## src/rtl/tx_fifo_ctrlmod.sv

```systemverilog
// tx_fifo_ctrlmod: byte FIFO feeding tx_funcmod, one byte per frame.
// Optional inter-frame gap compiled in with macro TX_FIFO_CTRL_GAP_EN.
//
// Ports:
//   CLOCK, RESET          clock, async active-low reset
//   iWrite, iWData        application write strobe and byte
//   oFull, oEmpty, oCount FIFO status from the registered occupancy
//   oOverflow             sticky, set by a write while full
//   oCall, oData          to tx_funcmod iCall/iData, registered together
//   iDone                 from tx_funcmod oDone, end-of-frame pulse
//   oBusy                 FSM not in IDLE
//   oSent                 one-cycle pulse per completed frame
module tx_fifo_ctrlmod #(
    parameter int unsigned AW         = 4,
    parameter int unsigned GAP_CYCLES = 434
) (
    input  logic          CLOCK,
    input  logic          RESET,
    input  logic          iWrite,
    input  logic [7:0]    iWData,
    output logic          oFull,
    output logic          oEmpty,
    output logic [AW:0]   oCount,
    output logic          oOverflow,
    output logic          oCall,
    output logic [7:0]    oData,
    input  logic          iDone,
    output logic          oBusy,
    output logic          oSent
);

    localparam int unsigned DEPTH = 2 ** AW;

    if (GAP_CYCLES < 1 || GAP_CYCLES > 65535) begin : gBadGap
        $error("GAP_CYCLES must be within 1..65535");
    end

`ifdef TX_FIFO_CTRL_GAP_EN
    typedef enum logic [1:0] {
        IDLE,
        CALL,
        GAP
    } state_t;

    localparam logic [15:0] GapLast = 16'(GAP_CYCLES - 1);
`else
    typedef enum logic [1:0] {
        IDLE,
        CALL
    } state_t;
`endif

    logic [7:0]    mem [DEPTH];
    logic [AW-1:0] wPtr;
    logic [AW-1:0] rPtr;
    logic [AW:0]   count;
    logic          push;
    logic          pop;
    logic          callNxt;
    logic          sentNxt;
    state_t        state;
    state_t        stateNxt;

    assign oCount = count;
    assign oFull  = (count == (AW+1)'(DEPTH));
    assign oEmpty = (count == '0);
    assign oBusy  = (state != IDLE);

    // Acceptance looks only at the registered full flag, so a pop on
    // the same edge never makes room for a write.
    assign push = iWrite & ~oFull;

`ifdef TX_FIFO_CTRL_GAP_EN
    logic [15:0] gapCnt;

    // Counter sits at zero outside GAP, so it is cleared on entry.
    always_ff @(posedge CLOCK or negedge RESET) begin
        if (!RESET) begin
            gapCnt <= '0;
        end else if (state == GAP) begin
            gapCnt <= gapCnt + 16'd1;
        end else begin
            gapCnt <= '0;
        end
    end
`endif

    always_ff @(posedge CLOCK or negedge RESET) begin
        if (!RESET) begin
            state <= IDLE;
        end else begin
            state <= stateNxt;
        end
    end

    always_comb begin
        stateNxt = state;
        callNxt  = oCall;
        sentNxt  = 1'b0;
        pop      = 1'b0;
        unique case (state)
            IDLE: begin
                if (!oEmpty) begin
                    pop      = 1'b1;
                    callNxt  = 1'b1;
                    stateNxt = CALL;
                end
            end
            CALL: begin
                if (iDone) begin
                    callNxt  = 1'b0;
                    sentNxt  = 1'b1;
`ifdef TX_FIFO_CTRL_GAP_EN
                    stateNxt = GAP;
`else
                    stateNxt = IDLE;
`endif
                end
            end
`ifdef TX_FIFO_CTRL_GAP_EN
            GAP: begin
                if (gapCnt == GapLast) begin
                    stateNxt = IDLE;
                end
            end
`endif
            default: begin
                callNxt  = 1'b0;
                stateNxt = IDLE;
            end
        endcase
    end

    // Storage carries no reset; contents are discarded via the pointers.
    always_ff @(posedge CLOCK) begin
        if (push) begin
            mem[wPtr] <= iWData;
        end
    end

    always_ff @(posedge CLOCK or negedge RESET) begin
        if (!RESET) begin
            wPtr      <= '0;
            rPtr      <= '0;
            count     <= '0;
            oOverflow <= 1'b0;
            oCall     <= 1'b0;
            oData     <= 8'h00;
            oSent     <= 1'b0;
        end else begin
            if (push) begin
                wPtr <= wPtr + 1'b1;
            end
            if (pop) begin
                rPtr  <= rPtr + 1'b1;
                oData <= mem[rPtr];
            end
            count <= count + (AW+1)'(push) - (AW+1)'(pop);
            if (iWrite && oFull) begin
                oOverflow <= 1'b1;
            end
            oCall <= callNxt;
            oSent <= sentNxt;
        end
    end

endmodule

```

## config.mk

```make
export PLATFORM = sky130hd
export DESIGN_NAME = tx_fifo_ctrlmod
export DESIGN_NICKNAME = d
export VERILOG_FILES = /design/src/rtl/tx_fifo_ctrlmod.sv
export SDC_FILE = /design/constraint.sdc
export NUM_CORES = 1
export LEC_CHECK = 0
export BUFFER_PORTS_ARGS = -buffer_cell sky130_fd_sc_hd__buf_2
export CORE_MARGIN = 3
export CORE_UTILIZATION = 37
export CTS_CLUSTER_SIZE = 10
export DETAILED_ROUTE_END_ITERATION = 12
export PLACE_DENSITY = 0.52
export REMOVE_ABC_BUFFERS = 1
export SLEW_MARGIN = 40
export SYNTH_ARGS = -nofsm -noshare
export SYNTH_HDL_FRONTEND = slang
export SYNTH_SLANG_ARGS = --single-unit
export TNS_END_PERCENT = 30
```

## constraint.sdc

```tcl
create_clock -name CLOCK -period 6.8 [get_ports CLOCK]
set_input_delay 0.34 -clock CLOCK [delete_from_list [all_inputs] [get_ports CLOCK]]
set_output_delay 0.34 -clock CLOCK [all_outputs]
set_load 0.02 [all_outputs]
```

==> summary.txt, run 1 <==
Clock network
  – TritonCTS buffer count: 17
  – Worst-path clk slew: 0.06 ns
  – CTS HTree Levels: 4
  – Root buf cell: clkbuf_16
  – CTS tree: built
  – Clk buf depth: 2
  – Sink Count: 152
  – Skew-Pair Late Insertion Delay: 0.42 ns
  – Post-cts sizing count: 0

Timing
  – Hold Vio Cnt, Final: 0
  – Post-layout min period: 2.93 ns
  – Final setup viols: 0
  – Slew headroom: 0.493
  – Post-Route Setup TNS: 0 ns
  – Max Freq: 0.342 GHz
  – Setup Skew: 0.0175 ns
  – Unrepaired setup endpoints after global routing: no
  – Slew at the pin closest to its max-slew limit: 0.757 ns
  – Final Max Tran Viols: 0
  – Crit share post-route: 0.431

Placed design
  – Post-DP HPWL: 7430 um
  – Post-DP Area: 6510 sq um
  – PortBufs: 30
  – GP Congestion: 0.725

Pwr
  – Sequential Power Share: 0.398
  – Pwr dens: 442 nW/um^2
  – Gate power share: 0.278
  – Int Pwr: 2.20 mW
  – Sw Share: 0.306
  – Switching Power: 970 uW
  – Clock power frac: 0.324
  – Maximum vdd drop: 201 uV
  – LEAKAGE: 2.52 nW

Die
  – Core Region: 16100 sq um
  – Die width: 135 um
  – Die ar.: 18100 sq um
  – Chip Height: 135 um
  – IO Pins: 31
  – Initial Util: 0.381
  – FP Rows: 46

Route
  – DRC marker count from the first detailed-route iteration: 187
  – DR DRC count: 0
  – Wire per inst: 21.1 um
  – Drt first pass iters: 4
  – Vias/cell: 5.07
  – Post-DRT Antenna Nets: 0
  – Drt total wl: 12000 um
  – Vias: 2902

Min path
  – Hold Startpoint: iDone
  – Worst Hold Path EP: oSent$_DFF_PN0_
  – Hold Crit Class: in -> reg
  – WHS Path Cells: 2

Worst setup path
  – Reg2reg start: oCount[3]$_DFF_PN0_
  – Flop-to-flop setup slack: 3.87 ns
  – Slowest-stage cell, CP: nor4b_4
  – Crit path cell chain: inv_1 -> ha_1 -> nor4b_4 -> nor2_1 -> ha_1 -> inv_1 -> ha_1 -> fa_1 -> a21oi_1 -> o21bai_1 -> xnor2_1
  – CP Max Fanout: 15
  – CP endpoint kind: register
  – Crit path kind: reg -> reg
  – Arr. time, crit path: 3.24 ns
  – Most used cell, CP: ha_1
  – Crit start category: register
  – Largest stage delay, worst path: 0.64 ns
  – Reg-to-Reg End: oCount[4]$_DFF_PN0_
  – Critical Path RT: 7.11 ns
  – Cells on worst reg2reg path: 11

Final layout
  – Filler cells: 1375
  – Commonest cells after routing, fill and taps aside: edfxtp_1 (128), buf_2 (30), mux4_2 (26), dfrtp_1 (24), clkbuf_16 (17)
  – Antenna Cells: 0
  – P&R area growth vs syn: 17.1%
  – Nets: 367
  – Commonest non-fill, non-tap cell in the layout: edfxtp_1
  – Post-route cell area: 7170 sq um
  – Fraction of layout cells with a size suffix above 1: 0.309

Yosys
  – Seq/Total Area, Yosys: 0.726
  – Ys Warns: 0
  – Post-Syn Area: 6120 sq um
  – Share of Yosys cell area claimed by the top area cell type: 0.628
  – Synth unique cells: 34
  – Syn Area/Cell: 19.9 sq um
  – Synthesis-stage register bit count: 152
  – Synthesized instance count: 308
  – Largest area contributor in the netlist: edfxtp_1
  – Synth area leaders: edfxtp_1 (63%), dfrtp_1 (9.8%), mux4_2 (9.6%)

Status
  – Status: finished clean

GRT
  – Antenna violations before repair: 0
  – Vias in the first global route: 3082
  – First-pass GRT wire length: 18600 um
  – Overall Global Routing Usage: 0.143
  – GRT Residual Overflow: 0
  – Pin count of the biggest net entering global routing: 35

Job
  – Max cap viols: 0
-- sequential cells by signal (all words and copies together) (netlist names) --
name / flops
state: 1
wPtr: 4
oSent: 1
oData: 8
oCount: 5
oOverflow: 1
mem: 128
rPtr: 4
-- cells by family after synthesis --
group,synth area share
flops,0.726
mux,0.151
simple gates,0.0317
buf+inv,0.0270
compound gates,0.0241
fa+ha+maj,0.0258
xor+xnor,0.0143
-- power groups by stage --
stage / Sequential (mW) / Clock [mW] / Combinational [mW]
floorplan: 1.38 / 0 / 0.485
global placement: 1.26 / 0 / 0.885
detailed placement: 1.28 / 0 / 0.911
CTS: 1.26 / 1.05 / 0.913
global route: 1.28 / 1.09 / 0.976
finish: 1.26 / 1.03 / 0.882
-- critical path, delay by kind of cell (launching register included) --
| family | cells | cell delay, ns |
|---|---|---|
| AOI/OAI and AO/OA | 2 | 0.22 |
| xor gates and xnor gates | 1 | 0.12 |
| adders and majority gates | 4 | 1.10 |
| buffers and inverters | 2 | 0.13 |
| DFF | 1 | 0.40 |
| and+or+nand+nor | 2 | 0.83 |
-- per-stage QoR --
stage / total power, mW / hold slack [ns] / util / std cells / setup slack, ns
after global placement: 2.15 / 0.352 / 0.402 / 539 / 3.99
after global routing: 3.34 / 0.168 / 0.446 / 572 / 3.60
final: 3.17 / 0.155 / 0.446 / 572 / 3.87
after floorplan: 1.87 / 0.0444 / - / 290 / 3.97
after CTS: 3.22 / 0.144 / 0.446 / 572 / 3.88
after detailed placement: 2.19 / 0.369 / 0.405 / 539 / 3.90
-- area by class of cell --
| type | instances | area, sq um | area share |
|---|---|---|---|
| Timing Repair Buffer | 34 | 183 | 0.0255 |
| Sequential cell | 152 | 4440 | 0.620 |
| Inverter | 9 | 33.8 | 0.00471 |
| Tap cell | 216 | 270 | 0.0377 |
| Multi-Input combinational cell | 129 | 1590 | 0.222 |
| Clock inverter | 15 | 224 | 0.0312 |
| Clock buffer | 17 | 425 | 0.0593 |
-- how the worst max path moves through the flow --
| stage | startpoint | to | slack (ns) | cells after the start |
|---|---|---|---|---|
| floorplan | oCount[3]$_DFF_PN0_ | oCount[4]$_DFF_PN0_ | 3.97 | 11 |
| global placement | oCount[3]$_DFF_PN0_ | oCount[4]$_DFF_PN0_ | 3.99 | 11 |
| detailed placement | oCount[3]$_DFF_PN0_ | oCount[4]$_DFF_PN0_ | 3.90 | 11 |
| CTS | oCount[3]$_DFF_PN0_ | oCount[4]$_DFF_PN0_ | 3.88 | 11 |
| global route | oCount[2]$_DFF_PN0_ | oCount[4]$_DFF_PN0_ | 3.60 | 11 |
| finish | oCount[3]$_DFF_PN0_ | oCount[4]$_DFF_PN0_ | 3.87 | 11 |
-- per-layer routing --
layer	GRT usage	vias up	wire length (um)
li1	-	1311	-
met1	0.183	1507	5220
met2	0.236	74	6160
met3	0.0365	10	521
met4	0.0543	0	148
met5	0	-	0
-- what timing repair did --
item	in CTS	in global routing
setup buffers	0	0
hold endpoints to repair	24	0
hold buffers	1	0
-- synth_stat cells --
cell	n
edfxtp_1	128
mux4_2	26
dfrtp_1	24
mux2i_1	16
nor2_1	13
ha_1	11
inv_1	9
o21ai_0	8
o221ai_1	8
mux4_1	6
nand3_1	6
xor2_1	6
nor3_1	5
buf_2	4
clkbuf_1	4
xnor2_1	4
a21oi_1	3
buf_1	3
buf_4	3
a21o_1	2
buf_12	2
buf_6	2
mux2_2	2
nand2_1	2
nand2b_1	2
and2_1	1
and3_1	1
fa_1	1
nand4bb_1	1
nor3b_1	1
nor4b_4	1
o21bai_1	1
or3_1	1
or3b_1	1
(Power assumes the default switching activity.)
==> run 2, diff against run 1 <==
==> constraint.sdc (replaced) <==
create_clock -name CLOCK -period 2.9 [get_ports CLOCK]
set_input_delay 0.145 -clock CLOCK [delete_from_list [all_inputs] [get_ports CLOCK]]
set_output_delay 0.145 -clock CLOCK [all_outputs]
set_load 0.02 [all_outputs]
==> summary.txt, run 2 (synthesis results as in run 1) <==
Die
  – Chip Height: 135 um (unchanged)
  – Initial Util: 0.381 (unchanged)
  – Die width: 135 um (unchanged)
  – IO Pins: 31 (unchanged)
  – Core Region: 16100 sq um (unchanged)
  – FP Rows: 46 (unchanged)
  – Die ar.: 18100 sq um (unchanged)

Min path
  – Hold Crit Class: in -> reg (unchanged)
  – WHS Path Cells: 2 (unchanged)

Final layout
  – Final Util: 0.447 (was 0.446)
  – Antenna Cells: 0 (unchanged)
  – Largest Register: mem (unchanged)
  – P&R area growth vs syn: 17.4% (was 17.1%)
  – Final std cells w/o fill: 592 (was 572)
  – Multi-input logic area: 1510 sq um (was 1590 sq um)
  – Nets: 387 (was 367)
  – Max FFs per register: 128 (unchanged)
  – Reg area: 4440 sq um (unchanged)
  – Commonest non-fill, non-tap cell in the layout: edfxtp_1 (unchanged)
  – Filler cells: 1359 (was 1375)
  – Commonest cells after routing, fill and taps aside: edfxtp_1 (128), buf_2 (30), mux4_2 (26), dfrtp_1 (24), buf_4 (22) (was edfxtp_1 (128), buf_2 (30), mux4_2 (26), dfrtp_1 (24), clkbuf_16 (17))
  – Fraction of layout cells with a size suffix above 1: 0.293 (was 0.309)

Clock network
  – Worst-path clk slew: 0.06 ns (about the same)
  – CTS tree: built (unchanged)
  – Skew-Pair Late Insertion Delay: 0.42 ns (about the same)
  – Root buf cell: clkbuf_16 (unchanged)
  – Clk buf depth: 2 (unchanged)
  – TritonCTS buffer count: 17 (unchanged)
  – CTS HTree Levels: 4 (unchanged)
  – Sink Count: 152 (unchanged)

Placed design
  – GP Congestion: 0.738 (was 0.725)
  – Post-DP HPWL: 7600 um (was 7430 um)
  – PortBufs: 30 (unchanged)
  – Cells after DPL: 558 (was 539)

Status
  – Status: finished clean (unchanged)

Worst setup path
  – CP Max Fanout: 7 (was 15)
  – Reg2reg start: oCount[3]$_DFF_PN0_ (unchanged)
  – Flop-to-flop setup slack: 0.41 ns (was 3.87 ns)
  – Arr. time, crit path: 2.79 ns (was 3.24 ns)
  – Cells on worst reg2reg path: 11 (unchanged)
  – Crit path kind: reg -> reg (unchanged)
  – Critical Path RT: 3.20 ns (was 7.11 ns)
  – CP Capture Point: oCount[4]$_DFF_PN0_ (unchanged)
  – CP startpoint: oCount[3]$_DFF_PN0_ (unchanged)
  – Reg-to-Reg End: oCount[4]$_DFF_PN0_ (unchanged)
  – CP endpoint kind: register (unchanged)
  – Crit start category: register (unchanged)

Timing
  – Max Freq: 0.401 GHz (was 0.342 GHz)
  – Setup Skew: 0.00662 ns (was 0.0175 ns)
  – Post-Route Setup TNS: 0 ns (unchanged)
  – Hold Vio Cnt, Final: 0 (unchanged)
  – Slew headroom: 0.605 (was 0.493)
  – Post-layout min period: 2.49 ns (was 2.93 ns)
  – Final Max Tran Viols: 0 (unchanged)
  – Unrepaired setup endpoints after global routing: no (unchanged)
  – Slew at the pin closest to its max-slew limit: 0.593 ns (was 0.757 ns)
  – Crit share post-route: 0.859 (was 0.431)
  – Final setup viols: 0 (unchanged)
  – Min Hold Slack: 0.0455 ns (was 0.155 ns)

Pwr
  – Maximum vdd drop: 518 uV (was 201 uV)
  – Design Power: 7.14 mW (was 3.17 mW)
  – Sw Share: 0.302 (was 0.306)
  – Int Pwr: 4.98 mW (was 2.20 mW)
  – Switching Power: 2.16 mW (was 970 uW)
  – Gate power share: 0.296 (was 0.278)
  – Pwr dens: 994 nW/um^2 (was 442 nW/um^2)
  – LEAKAGE: 2.60 nW (was 2.52 nW)
  – Clock power frac: 0.297 (was 0.324)
  – Sequential Power Share: 0.407 (was 0.398)

GRT
  – Pin count of the biggest net entering global routing: 35 (unchanged)
  – GRT Residual Overflow: 0 (unchanged)
  – Antenna violations before repair: 0 (unchanged)
  – First-pass GRT wire length: 18800 um (was 18600 um)
  – Vias in the first global route: 3161 (was 3082)
  – Overall Global Routing Usage: 0.145 (was 0.143)

Route
  – Drt first pass iters: 4 (unchanged)
  – Drt total wl: 12100 um (was 12000 um)
  – Wire per inst: 20.5 um (was 21.1 um)
  – DR DRC count: 0 (unchanged)
  – Vias/cell: 5.00 (was 5.07)
  – DRC marker count from the first detailed-route iteration: 171 (was 187)
  – Post-DRT Antenna Nets: 0 (unchanged)
  – Vias: 2961 (was 2902)

Job
  – Max cap viols: 0 (unchanged)
run 2: final cells by class:
cell class / count / area share
multi-input cells: 129 / 0.211
well taps: 216 / 0.0376
clock inverters: 5 / 0.00453
inverters: 9 / 0.00470
repair buffers: 54 / 0.0467
flip-flops and latches: 152 / 0.619
clock buffers: 27 / 0.0773
run 2: worst min path at each step:
stage / startpoint / endpoint / slack (ns)
3_5_place_dp: RESET / oCount[2]$_DFF_PN0_ / 0.18
3_3_place_gp: RESET / oCount[3]$_DFF_PN0_ / 0.17
6_report: iWrite / oOverflow$_DFFE_PN0P_ / 0.05
4_1_cts: iWrite / oOverflow$_DFFE_PN0P_ / 0.02
5_1_grt: iWrite / oOverflow$_DFFE_PN0P_ / 0.05
2_1_floorplan: RESET / oCount[0]$_DFF_PN0_ / -0.15
run 2: routing by layer:
metal / share of wire / global-route usage / vias to the layer above
met4: 0.017 / 0.0577 / 0
li1: - / - / 1337
met2: 0.50 / 0.237 / 76
met1: 0.44 / 0.185 / 1537
met3: 0.045 / 0.0387 / 11
met5: 0 / 0 / -
run 2: timing repair:
action / in CTS / in global routing
hold endpoints to repair: 25 / 0
hold buffers: 2 / 0
resized for setup: 0 / 0
setup buffers: 0 / 0
run 2: critical path: stages, from the launching register on:
cell	delay, ns
dfrtp_1	0.37
inv_1	0.08
ha_1	0.20
nand4bb_1	0.26
nand2_1	0.17
ha_1	0.30
inv_1	0.04
ha_1	0.20
fa_1	0.40
a21oi_1	0.14
o21bai_1	0.09
xnor2_1	0.13
run 2: per-stage QoR:
step           worst slack, ns  cell area, sq um
2_1_floorplan           0.0743              5990
3_3_place_gp             0.474              6580
3_5_place_dp             0.403              6580
4_1_cts                  0.384              7180
5_1_grt                  0.195              7180
6_report                 0.408              7180
run 2: power by group through the flow:
stage	Clock, mW	Sequential [mW]	Combinational [mW]
finish	2.12	2.91	2.11
global route	2.28	2.94	2.33
detailed placement	0	2.96	2.16
floorplan	0	3.24	1.14
global placement	0	2.95	2.14
CTS	2.18	2.91	2.17
==> run 3, diff against run 2 <==
--- a/config.mk
+++ b/config.mk
@@ -7,10 +7,10 @@
 export LEC_CHECK = 0
 export BUFFER_PORTS_ARGS = -buffer_cell sky130_fd_sc_hd__buf_2
 export CORE_MARGIN = 3
-export CORE_UTILIZATION = 37
+export CORE_UTILIZATION = 30
 export CTS_CLUSTER_SIZE = 10
 export DETAILED_ROUTE_END_ITERATION = 12
-export PLACE_DENSITY = 0.52
+export PLACE_DENSITY = 0.44
 export REMOVE_ABC_BUFFERS = 1
 export SLEW_MARGIN = 40
 export SYNTH_ARGS = -nofsm -noshare
==> summary.txt, run 3 (synthesis results as in run 1) <==
Clock network
  – TritonCTS buffer count: 17 (unchanged)
  – Post-cts sizing count: 0 (unchanged)
  – CTS tree: built (unchanged)
  – Clk buf depth: 2 (unchanged)
  – Worst-path clk slew: 0.06 ns (about the same)
  – # Post-CTS Setup Buffers: 0 (unchanged)
  – CTS HTree Levels: 4 (unchanged)
  – Sink Count: 152 (unchanged)
  – Number of buffers inserted by hold repair at cts: 2 (unchanged)
  – Root buf cell: clkbuf_16 (unchanged)
  – Skew-Pair Late Insertion Delay: 0.42 ns (about the same)

Status
  – Status: finished clean (unchanged)

Pwr
  – Pwr dens: 992 nW/um^2 (was 994 nW/um^2)
  – Switching Power: 2.21 mW (was 2.16 mW)
  – Clock power frac: 0.298 (was 0.297)
  – Sw Share: 0.307 (was 0.302)
  – Sequential Power Share: 0.406 (was 0.407)
  – Gate power share: 0.296 (about the same)
  – LEAKAGE: 2.58 nW (was 2.60 nW)
  – Maximum vdd drop: 411 uV (was 518 uV)
  – Int Pwr: 4.97 mW (was 4.98 mW)

Worst setup path
  – Slowest-stage cell, CP: fa_1 (unchanged)
  – Crit path cell chain: inv_1 -> ha_1 -> nor4b_4 -> nor2_1 -> ha_1 -> inv_1 -> ha_1 -> fa_1 -> a21oi_1 -> o21bai_1 -> xnor2_1 (was inv_1 -> ha_1 -> nand4bb_1 -> nand2_1 -> ha_1 -> inv_1 -> ha_1 -> fa_1 -> a21oi_1 -> o21bai_1 -> xnor2_1)
  – CP endpoint kind: register (unchanged)
  – Crit start category: register (unchanged)
  – Critical Path RT: 3.20 ns (about the same)
  – Crit path kind: reg -> reg (unchanged)
  – Most used cell, CP: ha_1 (unchanged)
  – Arr. time, crit path: 2.70 ns (was 2.79 ns)
  – Worst path bufs/invs: 2 (unchanged)
  – CP Max Fanout: 3 (was 7)
  – Top cell family by delay on the critical path: adder cells (unchanged)
  – Largest stage delay, worst path: 0.41 ns (was 0.40 ns)

Route
  – Drt total wl: 12600 um (was 12100 um)
  – DR DRC count: 0 (unchanged)
  – Post-DRT Antenna Nets: 0 (unchanged)
  – Wire per inst: 19.6 um (was 20.5 um)
  – Vias: 2911 (was 2961)
  – Drt first pass iters: 4 (unchanged)
  – DRC marker count from the first detailed-route iteration: 165 (was 171)
  – Vias/cell: 4.55 (was 5.00)

Timing
  – Unrepaired setup endpoints after global routing: no (unchanged)
  – Post-layout min period: 2.41 ns (was 2.49 ns)
  – Crit share post-route: 0.830 (was 0.859)
  – Setup Skew: 0.00709 ns (was 0.00662 ns)
  – Slew headroom: 0.515 (was 0.605)
  – Hold Vio Cnt, Final: 0 (unchanged)
  – Slew at the pin closest to its max-slew limit: 0.725 ns (was 0.593 ns)
  – Post-Route Setup TNS: 0 ns (unchanged)
  – Final Max Tran Viols: 0 (unchanged)
  – Final setup viols: 0 (unchanged)
  – Max Freq: 0.416 GHz (was 0.401 GHz)

GRT
  – Pin count of the biggest net entering global routing: 35 (unchanged)
  – Vias in the first global route: 3150 (was 3161)
  – Overall Global Routing Usage: 0.123 (was 0.145)
  – GRT Residual Overflow: 0 (unchanged)
  – First-pass GRT wire length: 19600 um (was 18800 um)
  – Antenna violations before repair: 0 (unchanged)

Final layout
  – Commonest non-fill, non-tap cell in the layout: edfxtp_1 (unchanged)
  – Commonest cells after routing, fill and taps aside: edfxtp_1 (128), buf_2 (30), mux4_2 (26), dfrtp_1 (24), buf_4 (22) (unchanged)
  – Filler cells: 1864 (was 1359)
  – Antenna Cells: 0 (unchanged)
  – Post-route cell area: 7230 sq um (was 7180 sq um)
  – Max FFs per register: 128 (unchanged)
  – Nets: 387 (unchanged)
  – Fraction of layout cells with a size suffix above 1: 0.291 (was 0.293)
  – P&R area growth vs syn: 18.1% (was 17.4%)
  – Largest Register: mem (unchanged)

Placed design
  – Post-DP Area: 6640 sq um (was 6580 sq um)
  – PortBufs: 30 (unchanged)
  – Post-DP HPWL: 8140 um (was 7600 um)
  – GP Congestion: 0.727 (was 0.738)

Die
  – FP Rows: 51 (was 46)
  – IO Pins: 31 (unchanged)
  – Chip Height: 149 um (was 135 um)
  – Die width: 149 um (was 135 um)
  – Die ar.: 22200 sq um (was 18100 sq um)
  – Initial Util: 0.309 (was 0.381)
  – Core Region: 19800 sq um (was 16100 sq um)

Min path
  – Hold Crit Class: in -> reg (unchanged)

Job
  – Max cap viols: 0 (unchanged)
[run 3: changes by cell type in the layout (fill, tap and decap cells not counted)]
cell	change
clkinv_4	-1
clkinvlp_4	+2
clkbuf_16	-2
clkbuf_8	-4
clkinv_2	-1
inv_6	+3
bufinv_16	+2
[run 3: cell type report]
type / instances / area (sq um) / area share
multi-input cells: 129 / 1510 / 0.209
inverters: 9 / 33.8 / 0.00467
clock buffers: 21 / 450 / 0.0623
well taps: 265 / 332 / 0.0459
clock inverters: 10 / 120 / 0.0166
flip-flops and latches: 152 / 4440 / 0.615
repair buffers: 54 / 335 / 0.0464
[run 3: worst paths after layout]
path,cells past startpoint,start,end,slack (ns)
worst max-delay path,11,oCount[3]$_DFF_PN0_,oCount[4]$_DFF_PN0_,0.49
min in group asynchronous,2,RESET,oOverflow$_DFFE_PN0P_,0.26
worst min register to register,1,oOverflow$_DFFE_PN0P_,oOverflow$_DFFE_PN0P_,0.46
max in group asynchronous,2,RESET,oData[2]$_DFFE_PN0P_,2.25
worst max register to register,11,oCount[3]$_DFF_PN0_,oCount[4]$_DFF_PN0_,0.49
worst min-delay path,2,iWrite,oOverflow$_DFFE_PN0P_,0.02
[run 3: metrics by stage]
stage / hold WS, ns / cells / util / power, mW / worst slack, ns
4_1_cts: 0.0158 / 640 / 0.365 / 7.30 / 0.480
6_report: 0.0242 / 640 / 0.365 / 7.17 / 0.493
2_1_floorplan: -0.151 / 290 / - / 4.38 / 0.0743
5_1_grt: 0.0384 / 640 / 0.365 / 7.58 / 0.398
3_5_place_dp: 0.196 / 607 / 0.336 / 5.13 / 0.490
3_3_place_gp: 0.184 / 607 / 0.336 / 5.12 / 0.562
[run 3: power groups by stage]
stage,logic [mW],clock network [mW],registers (mW)
detailed placement,2.17,0,2.96
global route,2.32,2.30,2.95
floorplan,1.14,0,3.24
finish,2.12,2.14,2.91
global placement,2.17,0,2.95
CTS,2.18,2.20,2.92
[run 3: metal layers]
metal | vias to the layer above | track usage | wire length (um)
met3 | 18 | 0.0334 | 347
met1 | 1520 | 0.160 | 5810
met4 | 0 | 0.0426 | 173
met2 | 31 | 0.200 | 6220
met5 | - | 0 | 0
li1 | 1342 | - | -
